===== src/rtl/card_pkg.sv =====
// ---------------------------------------------------------------------------
// card_pkg
// Shared definitions for the baccarat hand datapath: card/score width, the
// rank codes that carry special meaning, and the rank-to-value mapping used
// by the score adders.
// ---------------------------------------------------------------------------
package card_pkg;

    localparam int CARD_W = 4;

    localparam logic [CARD_W-1:0] RANK_EMPTY = 4'd0;
    localparam logic [CARD_W-1:0] RANK_ACE   = 4'd1;
    localparam logic [CARD_W-1:0] RANK_TEN   = 4'd10;
    localparam logic [CARD_W-1:0] RANK_KING  = 4'd13;

    // Ace..9 count at face value; 10, J, Q, K and an empty slot are worth 0.
    function automatic logic [CARD_W-1:0] card_value(input logic [CARD_W-1:0] rank);
        if ((rank >= RANK_ACE) && (rank < RANK_TEN))
            return rank;
        else
            return RANK_EMPTY;
    endfunction

endpackage


===== src/rtl/card_score.sv =====
// ---------------------------------------------------------------------------
// card_score
// Combinational baccarat hand score: (value1 + value2 + value3) mod 10.
// Ports:
//   rank1_i, rank2_i, rank3_i  raw ranks of the three hand slots (0 = empty)
//   score_o                    hand score, 0..9
// ---------------------------------------------------------------------------
module card_score
    import card_pkg::*;
(
    input  logic [CARD_W-1:0] rank1_i,
    input  logic [CARD_W-1:0] rank2_i,
    input  logic [CARD_W-1:0] rank3_i,
    output logic [CARD_W-1:0] score_o
);

    // Three values of at most 9 each: the sum never exceeds 27, so 5 bits
    // suffice and a two-step subtract replaces a general modulo.
    logic [4:0] sum_w;

    always_comb begin
        sum_w = 5'(card_value(rank1_i)) + 5'(card_value(rank2_i)) + 5'(card_value(rank3_i));
        if (sum_w >= 5'd20)
            score_o = CARD_W'(sum_w - 5'd20);
        else if (sum_w >= 5'd10)
            score_o = CARD_W'(sum_w - 5'd10);
        else
            score_o = CARD_W'(sum_w);
    end

endmodule


===== src/rtl/card_datapath.sv =====
// ---------------------------------------------------------------------------
// card_datapath
// Hand datapath feeding the baccarat dealing/scoring state machine.
// Captures new_card into one of six hand slots on its load strobe, rejects
// illegal loads with a sticky error flag, and counts cards per hand.
// Ports:
//   slow_clock            clock, rising edge
//   resetb                asynchronous active-low reset
//   new_card              rank being dealt (1..13)
//   load_pcard1/2/3       player slot load strobes
//   load_dcard1/2/3       dealer slot load strobes
//   pcard_out1/2/3        registered player ranks (0 = empty)
//   dcard_out1/2/3        registered dealer ranks (0 = empty)
//   pscore, dscore        combinational hand scores, 0..9
//   pcard3                raw rank of player slot 3
//   pcount, dcount        filled slot counts per hand, 0..3
//   load_err              sticky illegal-load flag
// ---------------------------------------------------------------------------
module card_datapath
    import card_pkg::*;
(
    input  logic              slow_clock,
    input  logic              resetb,
    input  logic [CARD_W-1:0] new_card,
    input  logic              load_pcard1,
    input  logic              load_pcard2,
    input  logic              load_pcard3,
    input  logic              load_dcard1,
    input  logic              load_dcard2,
    input  logic              load_dcard3,
    output logic [CARD_W-1:0] pcard_out1,
    output logic [CARD_W-1:0] pcard_out2,
    output logic [CARD_W-1:0] pcard_out3,
    output logic [CARD_W-1:0] dcard_out1,
    output logic [CARD_W-1:0] dcard_out2,
    output logic [CARD_W-1:0] dcard_out3,
    output logic [CARD_W-1:0] pscore,
    output logic [CARD_W-1:0] dscore,
    output logic [CARD_W-1:0] pcard3,
    output logic [1:0]        pcount,
    output logic [1:0]        dcount,
    output logic              load_err
);

    // Slot order: 0..2 player cards 1..3, 3..5 dealer cards 1..3.
    logic [5:0]        load_vec;
    logic [CARD_W-1:0] slot_q [6];
    logic [CARD_W-1:0] slot_d [6];
    logic [1:0]        pcount_q, pcount_d;
    logic [1:0]        dcount_q, dcount_d;
    logic              err_q, err_d;

    logic              rank_ok;
    logic              single_strobe;
    logic              hit_full;
    logic              load_ok;

    assign load_vec = {load_dcard3, load_dcard2, load_dcard1,
                       load_pcard3, load_pcard2, load_pcard1};

    always_comb begin
        rank_ok       = (new_card >= RANK_ACE) && (new_card <= RANK_KING);
        single_strobe = $onehot(load_vec);

        // With exactly one strobe this flags an occupied target slot; with
        // several strobes the load is rejected regardless.
        hit_full = 1'b0;
        for (int i = 0; i < 6; i++) begin
            if (load_vec[i] && (slot_q[i] != RANK_EMPTY))
                hit_full = 1'b1;
        end

        load_ok = single_strobe && rank_ok && !hit_full;

        for (int i = 0; i < 6; i++) begin
            slot_d[i] = (load_ok && load_vec[i]) ? new_card : slot_q[i];
        end

        // Each slot loads at most once per hand, so counts stop at 3.
        pcount_d = pcount_q + ((load_ok && (|load_vec[2:0])) ? 2'd1 : 2'd0);
        dcount_d = dcount_q + ((load_ok && (|load_vec[5:3])) ? 2'd1 : 2'd0);

        err_d = err_q | ((|load_vec) && !load_ok);
    end

    always_ff @(posedge slow_clock or negedge resetb) begin
        if (!resetb) begin
            for (int i = 0; i < 6; i++) begin
                slot_q[i] <= RANK_EMPTY;
            end
            pcount_q <= 2'd0;
            dcount_q <= 2'd0;
            err_q    <= 1'b0;
        end else begin
            for (int i = 0; i < 6; i++) begin
                slot_q[i] <= slot_d[i];
            end
            pcount_q <= pcount_d;
            dcount_q <= dcount_d;
            err_q    <= err_d;
        end
    end

    card_score u_pscore (
        .rank1_i (slot_q[0]),
        .rank2_i (slot_q[1]),
        .rank3_i (slot_q[2]),
        .score_o (pscore)
    );

    card_score u_dscore (
        .rank1_i (slot_q[3]),
        .rank2_i (slot_q[4]),
        .rank3_i (slot_q[5]),
        .score_o (dscore)
    );

    assign pcard_out1 = slot_q[0];
    assign pcard_out2 = slot_q[1];
    assign pcard_out3 = slot_q[2];
    assign dcard_out1 = slot_q[3];
    assign dcard_out2 = slot_q[4];
    assign dcard_out3 = slot_q[5];
    assign pcard3     = slot_q[2];
    assign pcount     = pcount_q;
    assign dcount     = dcount_q;
    assign load_err   = err_q;

endmodule


===== config.mk =====
export PLATFORM = sky130hd
export DESIGN_NAME = card_datapath
export DESIGN_NICKNAME = d
export VERILOG_FILES = /design/src/rtl/card_pkg.sv /design/src/rtl/card_score.sv /design/src/rtl/card_datapath.sv
export SDC_FILE = /design/constraint.sdc
export NUM_CORES = 1
export LEC_CHECK = 0
export ABC_CLOCK_PERIOD_IN_PS = 3500
export CAP_MARGIN = 20
export CORE_ASPECT_RATIO = 1.4
export CORE_MARGIN = 1
export CORE_UTILIZATION = 40
export DETAILED_ROUTE_END_ITERATION = 12
export PLACE_DENSITY = 0.69
export SETUP_SLACK_MARGIN = 0.02
export SLEW_MARGIN = 20
export SYNTH_ARGS = -nofsm -noshare
export SYNTH_HDL_FRONTEND = slang
export SYNTH_SLANG_ARGS = --single-unit
export TNS_END_PERCENT = 30

===== constraint.sdc =====
create_clock -name slow_clock -period 3.5 [get_ports slow_clock]
set_input_delay 0.525 -clock slow_clock [delete_from_list [all_inputs] [get_ports slow_clock]]
set_output_delay 0.525 -clock slow_clock [all_outputs]
set_load 0.01 [all_outputs]

Yosys cells after proc, flatten, opt, wreduce, memory -nomap -nowiden
Cells that the tools add are included.

word-level totals
  output and inout bits = 41
  input bits = 12
  register bits = 29
  word-level logic and storage cells = 97

operators by class
  $add $sub $neg = 15
  equal/unequal tests = 1
  reductions and logical operators = 35
  mux-type cells = 18
  bitwise gates (word level) = 1
  order comparisons = 18

operators by type and width
  kind                   number
  $mux W4                10
  $ge A4 B1 Y1 const B   7
  $logic_and A1 B1 Y1    24
  $lt A4 B4 Y1 const B   6
  $reduce_bool A4 Y1     6
  $add A4 B4 Y5          2
  $add A5 B4 Y5          2
  $ge A5 B4 Y1 const B   2
  $ge A5 B5 Y1 const B   2
  $mux W1                8
  $sub A4 B3 Y4 const B  2
  $sub A4 B4 Y4 const B  2
  $add A1 B1 Y2          3
  $reduce_or A3 Y1       2
  $reduce_or A6 Y1       1
  $add A2 B1 Y2          2
  $le A4 B4 Y1 const B   1
  $add A2 B2 Y3          1
  $add A3 B2 Y3          1
  $eq A3 B1 Y1 const B   1
  $logic_not A1 Y1       2
  $or A1 B1 Y1           1

Logic depth before layout (Yosys ltp)
Gate-level depths: netlist of run 1.

  word-level depth = 13
  gate-level depth with buffers = 13
  gate-level depth less buffers = 13

Modules after synthesis
Synthesis of run 1 repeated with hierarchy kept, for this count alone.

second synthesis, totals
  cells, all modules = 214
  area total of the unflattened synthesis = 2243.4 µm²

by module, submodules not included
  module         cells an instance  area each (µm²)  times used  sequential area each (µm²)
  card_datapath  98                 1315.0           1           725.7
  card_score     58                 464.2            2           0.0

Worst setup path after synthesis of run 1
No wires, ideal clock.

  kind = flip-flop to output port
  start point = reg slot_q, in the netlist pcard3[3]
  end point = out pscore[2]
  path slack = -0.143 ns
  arrival = 3.118 ns
  cell stages (with the launch flop) = 12
  cells stage by stage = dfrtp_1 -> nand2b_1 -> fa_1 -> inv_1 -> ha_1 -> fa_1 -> ha_1 -> nor2b_1 -> o311ai_0 -> a311o_1 -> nor2_1 -> o311a_1

on the way
  cells in the longest elaborated chain, start to end = 7
  elaborated cells on any way between the ends = 11

RTL lines
  item                                                  RTL line                            source
  from (decl)                                           card_datapath.sv:47                 logic [CARD_W-1:0] slot_q [6];
  from (signal, indexed assignment)                     card_datapath.sv:96                 slot_q[i] <= slot_d[i];
  $ge A4 B1 Y1 / $lt A4 B4 Y1 (equally long branches)   card_pkg.sv:18                      if ((rank >= RANK_ACE) && (rank < RANK_TEN))
  $logic_and A1 B1 Y1                                   card_pkg.sv:18
  $mux W4 *                                             card_pkg.sv:18
  $add A5 B4 Y5 *                                       card_score.sv:22                    sum_w = 5'(card_value(rank1_i)) + 5'(card_value(rank2_i)) + 5'(card_value(rank3_i));
  $sub A4 B4 Y4 / $ge A5 B4 Y1 (equally long branches)  card_score.sv:26, card_score.sv:25
  $mux W4                                               card_score.sv:25                    else if (sum_w >= 5'd10)
  $mux W4 *                                             card_score.sv:23                    if (sum_w >= 5'd20)
  to (decl)                                             card_datapath.sv:37                 output logic [CARD_W-1:0] pscore,

Mark *: on every way between the ends. The rest lies on a longest branch, timed or not.

Final worst setup path of run 1
Same ends and word-level chain as after synthesis.

==> results summary, run 1 <==
The run finished, with violations left. The checks that failed: negative setup slack. The total routed wirelength is 6.13 mm. Among all flip-flop cells after synthesis, the most frequent one is sky130_fd_sc_hd__dfrtp_1. For this run, the post-layout net count is 378. The number of distinct standard cells referenced by the synthesized netlist came out at 41. The first global-routing pass estimated 9.78 mm of wire. Global routing finished with a remaining overflow of 0. The slack of the worst reg-to-reg path came out at 1110 ps.

The core region area is 5200 um2. The accumulated negative setup slack is -1550 ps. The met2 wire length came out at 3.42 mm. The critical path arrival came out at 3370 ps. For this block, the initial DRC count from the detailed router was 54. After layout, the worst path uses 111% of the clock period. During synthesis, Yosys emitted a total of 0 warnings. The effective utilization at floorplan is 42.0%.

Input and output buffers added on the ports amount to 52. The routed length per instance came out at 15.2 um. The number of antenna violations at the first check in global routing came to 0. For this run, the register share of the synthesized area comes to 33.2%. The fraction of the mapped netlist area in simple logic gates came out at 16.4%. The clock latency on the worst-skew pair is 280 ps.

The synthesized flop and latch total came out at 29. The mean post-synth cell area is 10.2 um2. The H-tree depth reported by CTS came out at 2. The ratio of cells with drive above 1 in the final layout is 38.0%. TritonCTS built the clock tree. STA classifies the critical path endpoint as an output port. Once detail routing completed, the nets flagged for antenna violations numbered 0.

The number of diodes came out at 0. In this run the deepest clock path goes through 2 buffers. The I/O pin total came out at 53. The final count of pins violating max slew came out at 0. The floorplan die height came out at 89.4 um. The half-perimeter wire length after detailed placement is 4.48 mm. Along the worst path, the maximum fanout reaches 5.

The routed metal-1 wirelength is 2.36 mm. The async set-reset flop share out of synthesis came out at 100%. For this run, the top clock speed supported by timing is 257 MHz. The cell area that synthesis handed to floorplanning was 2180 um2.

The detailed-route vias per instance came out at 5.25. The routability-driven placement congestion ratio came out at 0.822. The number of clock sinks seen by CTS came out at 29. The highest metal layer used by the detailed router is met4.

The met3 wire length is 204 um. Data on the critical path is required at its endpoint by 2970 ps. The clock slew at the register clock pins of the worst setup and hold paths came out at 60 ps. Setup repair after global routing could not meet its margin everywhere. The gate count of the mapped netlist came out at 214.

The number of global-route vias before repair is 2139. The DRC violation count after routing is 0. The post-layout minimum cycle time is 3900 ps. The synthesized-area fraction occupied by adder cells came out at 21.1%.

The number of vias after detailed routing is 2116. In this run the worst hold path is classified as reg -> reg. The startpoint-to-endpoint class of the critical path is reg -> out. The final-report hold violation count came out at 0. The die area came out at 5770 um2.

After clock tree synthesis, the flow added hold-fix buffers numbering 0. The tree is rooted in a sky130_fd_sc_hd__clkbuf_8. The largest net degree at the start of global routing came out at 30. The kind of launch point of the worst setup path is a flip-flop. In this run the core area contains 31 standard-cell rows. The clock buffer count from CTS came out at 5. The overall track demand over capacity in global routing is 22.6%. The xor/xnor share of the synthesized area is 2.81%. The synthesized-area fraction occupied by ao, oa, aoi and oai cells is 18.5%. The layout overhead on the synthesized area came out at 60.5%. The width of the die is 64.5 um. The actual transition at the worst max-transition pin is 424 ps. The headroom to the max-slew limit is 71.5%. The number of nets in the synthesized netlist is 255. The portion of synthesized area spent on multiplexers is 0.974%. The number of maximum-capacitance constraint violations is 0.

The count of flip-flops with a built-in enable after synthesis came out at 0. The combinational family with the most area after synthesis is adder cells. The clock arrives with 2.25 ps of skew. The number of endpoints failing setup at the final stage is 6.

The first-pass iteration count of the detailed router is 4. The final worst setup slack came out at -397 ps.
per-layer routing:
metal	track usage [%]	up-vias
li1	-	1005
met1	24.8	1050
met2	43.0	49
met3	3.44	12
met4	9.29	0
met5	0	-
state kept, by name, indices dropped and copies added (netlist names):
signal      count
dcount          2
dcard_out2      4
load_err        1
dcard_out3      4
pcard3          4
pcard_out1      4
pcount          2
dcard_out1      4
pcard_out2      4
per-stage QoR:
step | instances | worst slack, ps | hold slack (ps) | cell area (um2) | utilization [%]
6_report | 403 | -397 | 465 | 3510 | 67.5
3_3_place_gp | 383 | -466 | 453 | 3190 | 61.3
2_1_floorplan | 214 | -15.9 | 229 | 2200 | -
4_1_cts | 399 | -317 | 472 | 3420 | 65.8
5_1_grt | 403 | -550 | 494 | 3510 | 67.5
3_5_place_dp | 383 | -605 | 449 | 3190 | 61.3
cell usage in the layout, fill, tap and decap left out, drive strengths merged, types with 2 or more instances in the layout:
| cell type | n |
|---|---|
| nand3b | 2 |
| a21oi | 4 |
| clkdlybuf4s50 | 43 |
| xnor2 | 4 |
| nor4 | 7 |
| nand2 | 5 |
| a31o | 24 |
| nor2 | 10 |
| inv | 23 |
| a21o | 2 |
| dfrtp | 29 |
| fa | 13 |
| buf | 78 |
| o21ai | 13 |
| ha | 16 |
| nor2b | 5 |
| xor2 | 3 |
| dlygate4sd2 | 3 |
| clkbuf | 7 |
| a31oi | 2 |
| and2 | 6 |
| nor3b | 5 |
| nand3 | 3 |
| o22ai | 3 |
| nor3 | 3 |
| nand2b | 11 |
cells in the mapped netlist, types with 4 or more instances:
master                     count  area [um2]
sky130_fd_sc_hd__nand2b_1     11        68.8
sky130_fd_sc_hd__fa_1         13         260
sky130_fd_sc_hd__dfrtp_1      29         726
sky130_fd_sc_hd__o21ai_0      12        60.1
sky130_fd_sc_hd__a31o_2        4        35.0
sky130_fd_sc_hd__nor3b_1       5        37.5
sky130_fd_sc_hd__a31o_1       20         175
sky130_fd_sc_hd__and2_1        6        37.5
sky130_fd_sc_hd__buf_4         4        30.0
sky130_fd_sc_hd__nor2b_1       5        31.3
sky130_fd_sc_hd__nor2_1       10        37.5
sky130_fd_sc_hd__nor4_1        6        37.5
sky130_fd_sc_hd__inv_1        23        86.3
sky130_fd_sc_hd__nand2_1       5        18.8
sky130_fd_sc_hd__ha_1         16         200
sky130_fd_sc_hd__xnor2_1       4        35.0
sky130_fd_sc_hd__a21oi_1       4        20.0
logic make-up (layout without fill, tap and decap cells):
group / after synthesis / count (layout)
AOI/OAI and AO/OA: 55 / 55
buffers and inverters: 32 / 155
and+or+nand+nor: 60 / 60
xor gates and xnor gates: 7 / 7
muxes: 2 / 2
adders and majority gates: 29 / 29
DFF: 29 / 29
path summary, 6_finish.rpt:
path / end / cells past startpoint / from
min in group asynchronous: dcard_out3[2] / 2 / resetb
worst min register to register: load_err / 1 / load_err
worst min-delay path: load_err / 1 / load_err
max in group asynchronous: dcard_out3[1] / 2 / resetb
worst max register to register: pcount[1] / 9 / pcard_out2[3]
worst max-delay path: pscore[2] / 12 / pcard3[3]
worst max-delay path: stages (launching register included):
cell and delay, ps:
sky130_fd_sc_hd__dfrtp_2 430, sky130_fd_sc_hd__nand2b_4 150, sky130_fd_sc_hd__fa_1 550, sky130_fd_sc_hd__inv_2 50, sky130_fd_sc_hd__ha_4 160, sky130_fd_sc_hd__fa_1 460
sky130_fd_sc_hd__ha_2 180, sky130_fd_sc_hd__nor2b_4 120, sky130_fd_sc_hd__o311ai_2 240, sky130_fd_sc_hd__a311o_1 210, sky130_fd_sc_hd__nor2_1 70, sky130_fd_sc_hd__o311a_1 350
sky130_fd_sc_hd__buf_2 140
final cells by class:
type	count	area, um2
fill	422	1690
multi-input combinational	153	1480
timing repair buffer	125	1040
sequential	29	731
clock buffer	7	86.3
inverter	23	86.3
tap	66	82.6
what timing repair did:
| item | 4_1_cts | 5_1_grt |
|---|---|---|
| pin swaps | 13 | 7 |
| cloned | 0 | 0 |
| endpoints found under the setup margin | 10 | 10 |
| buffers inserted | 9 | 4 |
| resized for setup | 50 | 16 |
Power of run 1 is not shown: default switching activity piles up to over one toggle a cycle in this logic, so the estimate is an artifact.
==> inputs of run 2 (changes only) <==
- RECOVER_POWER: unset -> 25
==> results summary, run 2 (synthesized netlist as in run 1, its figures left out) <==
From bottom edge to top edge, the die measures 89.4 um. The first-pass iteration count of the detailed router came out at 4. The number of diodes came out at 0. The I/O pin total is 53. The routability-driven placement congestion ratio came out at 0.822. The path with the worst hold slack has its endpoint at load_err. In the global route stage, met2 resource usage came out at 43.0%. The remaining antenna violation count came out at 0. The number of clock sinks seen by CTS came out at 29.

After legalization and detailed placement, the total HPWL measured 4.48 mm. Clock tree synthesis selected as its root buffer the cell sky130_fd_sc_hd__clkbuf_8. The global-route congestion overflow total is 0. The post-layout net count is 378. TritonCTS built the clock tree. The number of endpoints failing setup at the final stage came out at 6. The actual transition at the worst max-transition pin came out at 1540 ps. The required time reported for the critical path endpoint came out at 2970 ps.

The cell count after placement is 383. The kind of launch point of the worst setup path is a flip-flop. The worst register-to-register path ends at pcount[1]. The total number of placement rows is 31. The die is 64.5 um wide. After global routing, the most crowded layer is met2. Setup repair after global routing could not meet its margin everywhere. The number of buffers added on ports came out at 52.

Dividing the final minimum period by the clock period gives 111%. The number of standard cells in the final layout excluding fillers came out at 403. The ratio of cells with drive above 1 in the final layout came out at 37.7%. The total routed wirelength is 6.14 mm. The met1 track demand over resource in global routing came out at 24.8%. The number of maximum-capacitance constraint violations came out at 1. Clock-pin slew was measured on the worst setup and hold paths at 60 ps. The slack of the worst reg-to-reg path is 1120 ps. The routed length per instance is 15.2 um. The largest net degree at the start of global routing came out at 30. For this block, the via count after detailed routing is 2125. The overall track demand over capacity in global routing came out at 22.6%. The number of fill cells in the layout came out at 424. Counting instances, the worst hold path has a depth of 1. The final reports fail on max-capacitance violations, max-slew violations, negative setup slack.

The core region area came out at 5200 um2. The clock buffer count from CTS is 5. The routing usage on met3 is 3.44%. The detailed-route vias per instance came out at 5.27.

The headroom to the max-slew limit came out at -2.73%. In this run the critical register-to-register path is launched from pcard_out2[3]. The delay of the slowest cell on the worst path came out at 550 ps.

The layout overhead on the synthesized area is 60.4%. In this run the most critical hold path is launched from load_err. The utilization after layout is 67.4%. The worst hold slack is 465 ps.

The number of buffers between clock root and the deepest sink is 2. The cell depth of the worst flop-to-flop path is 9. The number of global-route vias before repair is 2139. At the worst endpoint, the arrival time is 3370 ps. The number of hold-repair buffers added at the cts stage is 0. The critical path in this run is classified as reg -> out. The die area came out at 5770 um2. The final worst setup slack came out at -397 ps. STA classifies the critical path endpoint as an output port. Counting stages on the worst path, the most repeated cell is sky130_fd_sc_hd__fa_1. In the routed design, unresolved DRC markers number 0. The H-tree depth reported by CTS is 2. The number of DRC markers in iteration 0 came out at 49. The flow ran to the end, but the final reports show violations. The master of the slowest instance on the critical path is sky130_fd_sc_hd__fa_1.

Along the worst path, the maximum fanout reaches 5. The worst hold path belongs to the class reg -> reg. Traced cell by cell, the critical path runs through nand2b_4 > fa_1 > inv_2 > ha_4 > fa_1 > ha_2 > nor2b_4 > o311ai_2 > a311o_1 > nor2_1 > o311a_1 > buf_2. The top cell types in the final layout, fill and taps aside, are sky130_fd_sc_hd__buf_4 (72), sky130_fd_sc_hd__clkdlybuf4s50_1 (42), sky130_fd_sc_hd__dfrtp_1 (25). The post-layout minimum cycle time is 3900 ps. After routing, the total negative slack on setup checks comes to -1550 ps. For this configuration, the core starts out at a cell density of 42.0%.

The number of antenna violations at the first check in global routing was 0. For this run, the top clock speed supported by timing is 257 MHz. The final count of pins violating max slew is 30.

The final-report hold violation count is 0. The first global-routing pass estimated 9.78 mm of wire. The most common library cell in the layout ignoring fill and taps is sky130_fd_sc_hd__buf_4.

The clock latency on the worst-skew pair is 280 ps. The worst clock skew came out at 2.29 ps.
==> run 2: critical path, delay by kind of cell (launching register included) <==
| family | cells | cell delay, ps |
|---|---|---|
| adders and majority gates | 4 | 1350 |
| AOI/OAI and AO/OA | 3 | 800 |
| DFF | 1 | 430 |
| and+or+nand+nor | 3 | 340 |
| buffers and inverters | 2 | 190 |
==> run 2: how the worst max path moves through the flow <==
| stage | endpoint | startpoint | slack [ps] |
|---|---|---|---|
| after global routing | pscore[2] | pcard_out2[3] | -550 |
| after CTS | pscore[2] | pcard3[3] | -320 |
| after detailed placement | pscore[2] | pcard_out2[3] | -600 |
| final | pscore[2] | pcard3[3] | -400 |
| after floorplan | pscore[2] | pcard3[3] | -20 |
| after global placement | pscore[2] | pcard3[2] | -470 |
==> run 2: through the flow <==
step	setup slack, ps	area [um2]
final	-397	3500
after global routing	-550	3500
after CTS	-317	3420
after detailed placement	-605	3190
after global placement	-466	3190
after floorplan	-15.9	2200
==> run 2: per-layer routing <==
| layer | vias up | routed length, um |
|---|---|---|
| met5 | - | 0 |
| met4 | 0 | 141 |
| met3 | 12 | 197 |
| met2 | 48 | 3440 |
| met1 | 1059 | 2370 |
| li1 | 1006 | - |
==> run 2: what timing repair did <==
| action | CTS | global route |
|---|---|---|
| pin swaps | 13 | 7 |
| endpoints found under the setup margin | 10 | 10 |
| buffers inserted | 9 | 4 |
| gates resized for setup | 50 | 16 |
==> run 2: area by class of cell <==
cell class | count | area, um2 | share of cell area [%]
clock buffer | 7 | 86.3 | 2.46
timing repair buffer | 125 | 1040 | 29.6
sequential | 29 | 731 | 20.9
multi-input combinational | 153 | 1480 | 42.3
inverter | 23 | 86.3 | 2.46
tap | 66 | 82.6 | 2.36
Power of run 2 is left out for the same reason.
==> inputs of run 3 (changes only) <==
- ABC_CLOCK_PERIOD_IN_PS: 3500 -> unset
==> results of run 3 <==
Final layout, timing and power as in run 2 (identical DEF).
Power of run 3 is left out for the same reason.
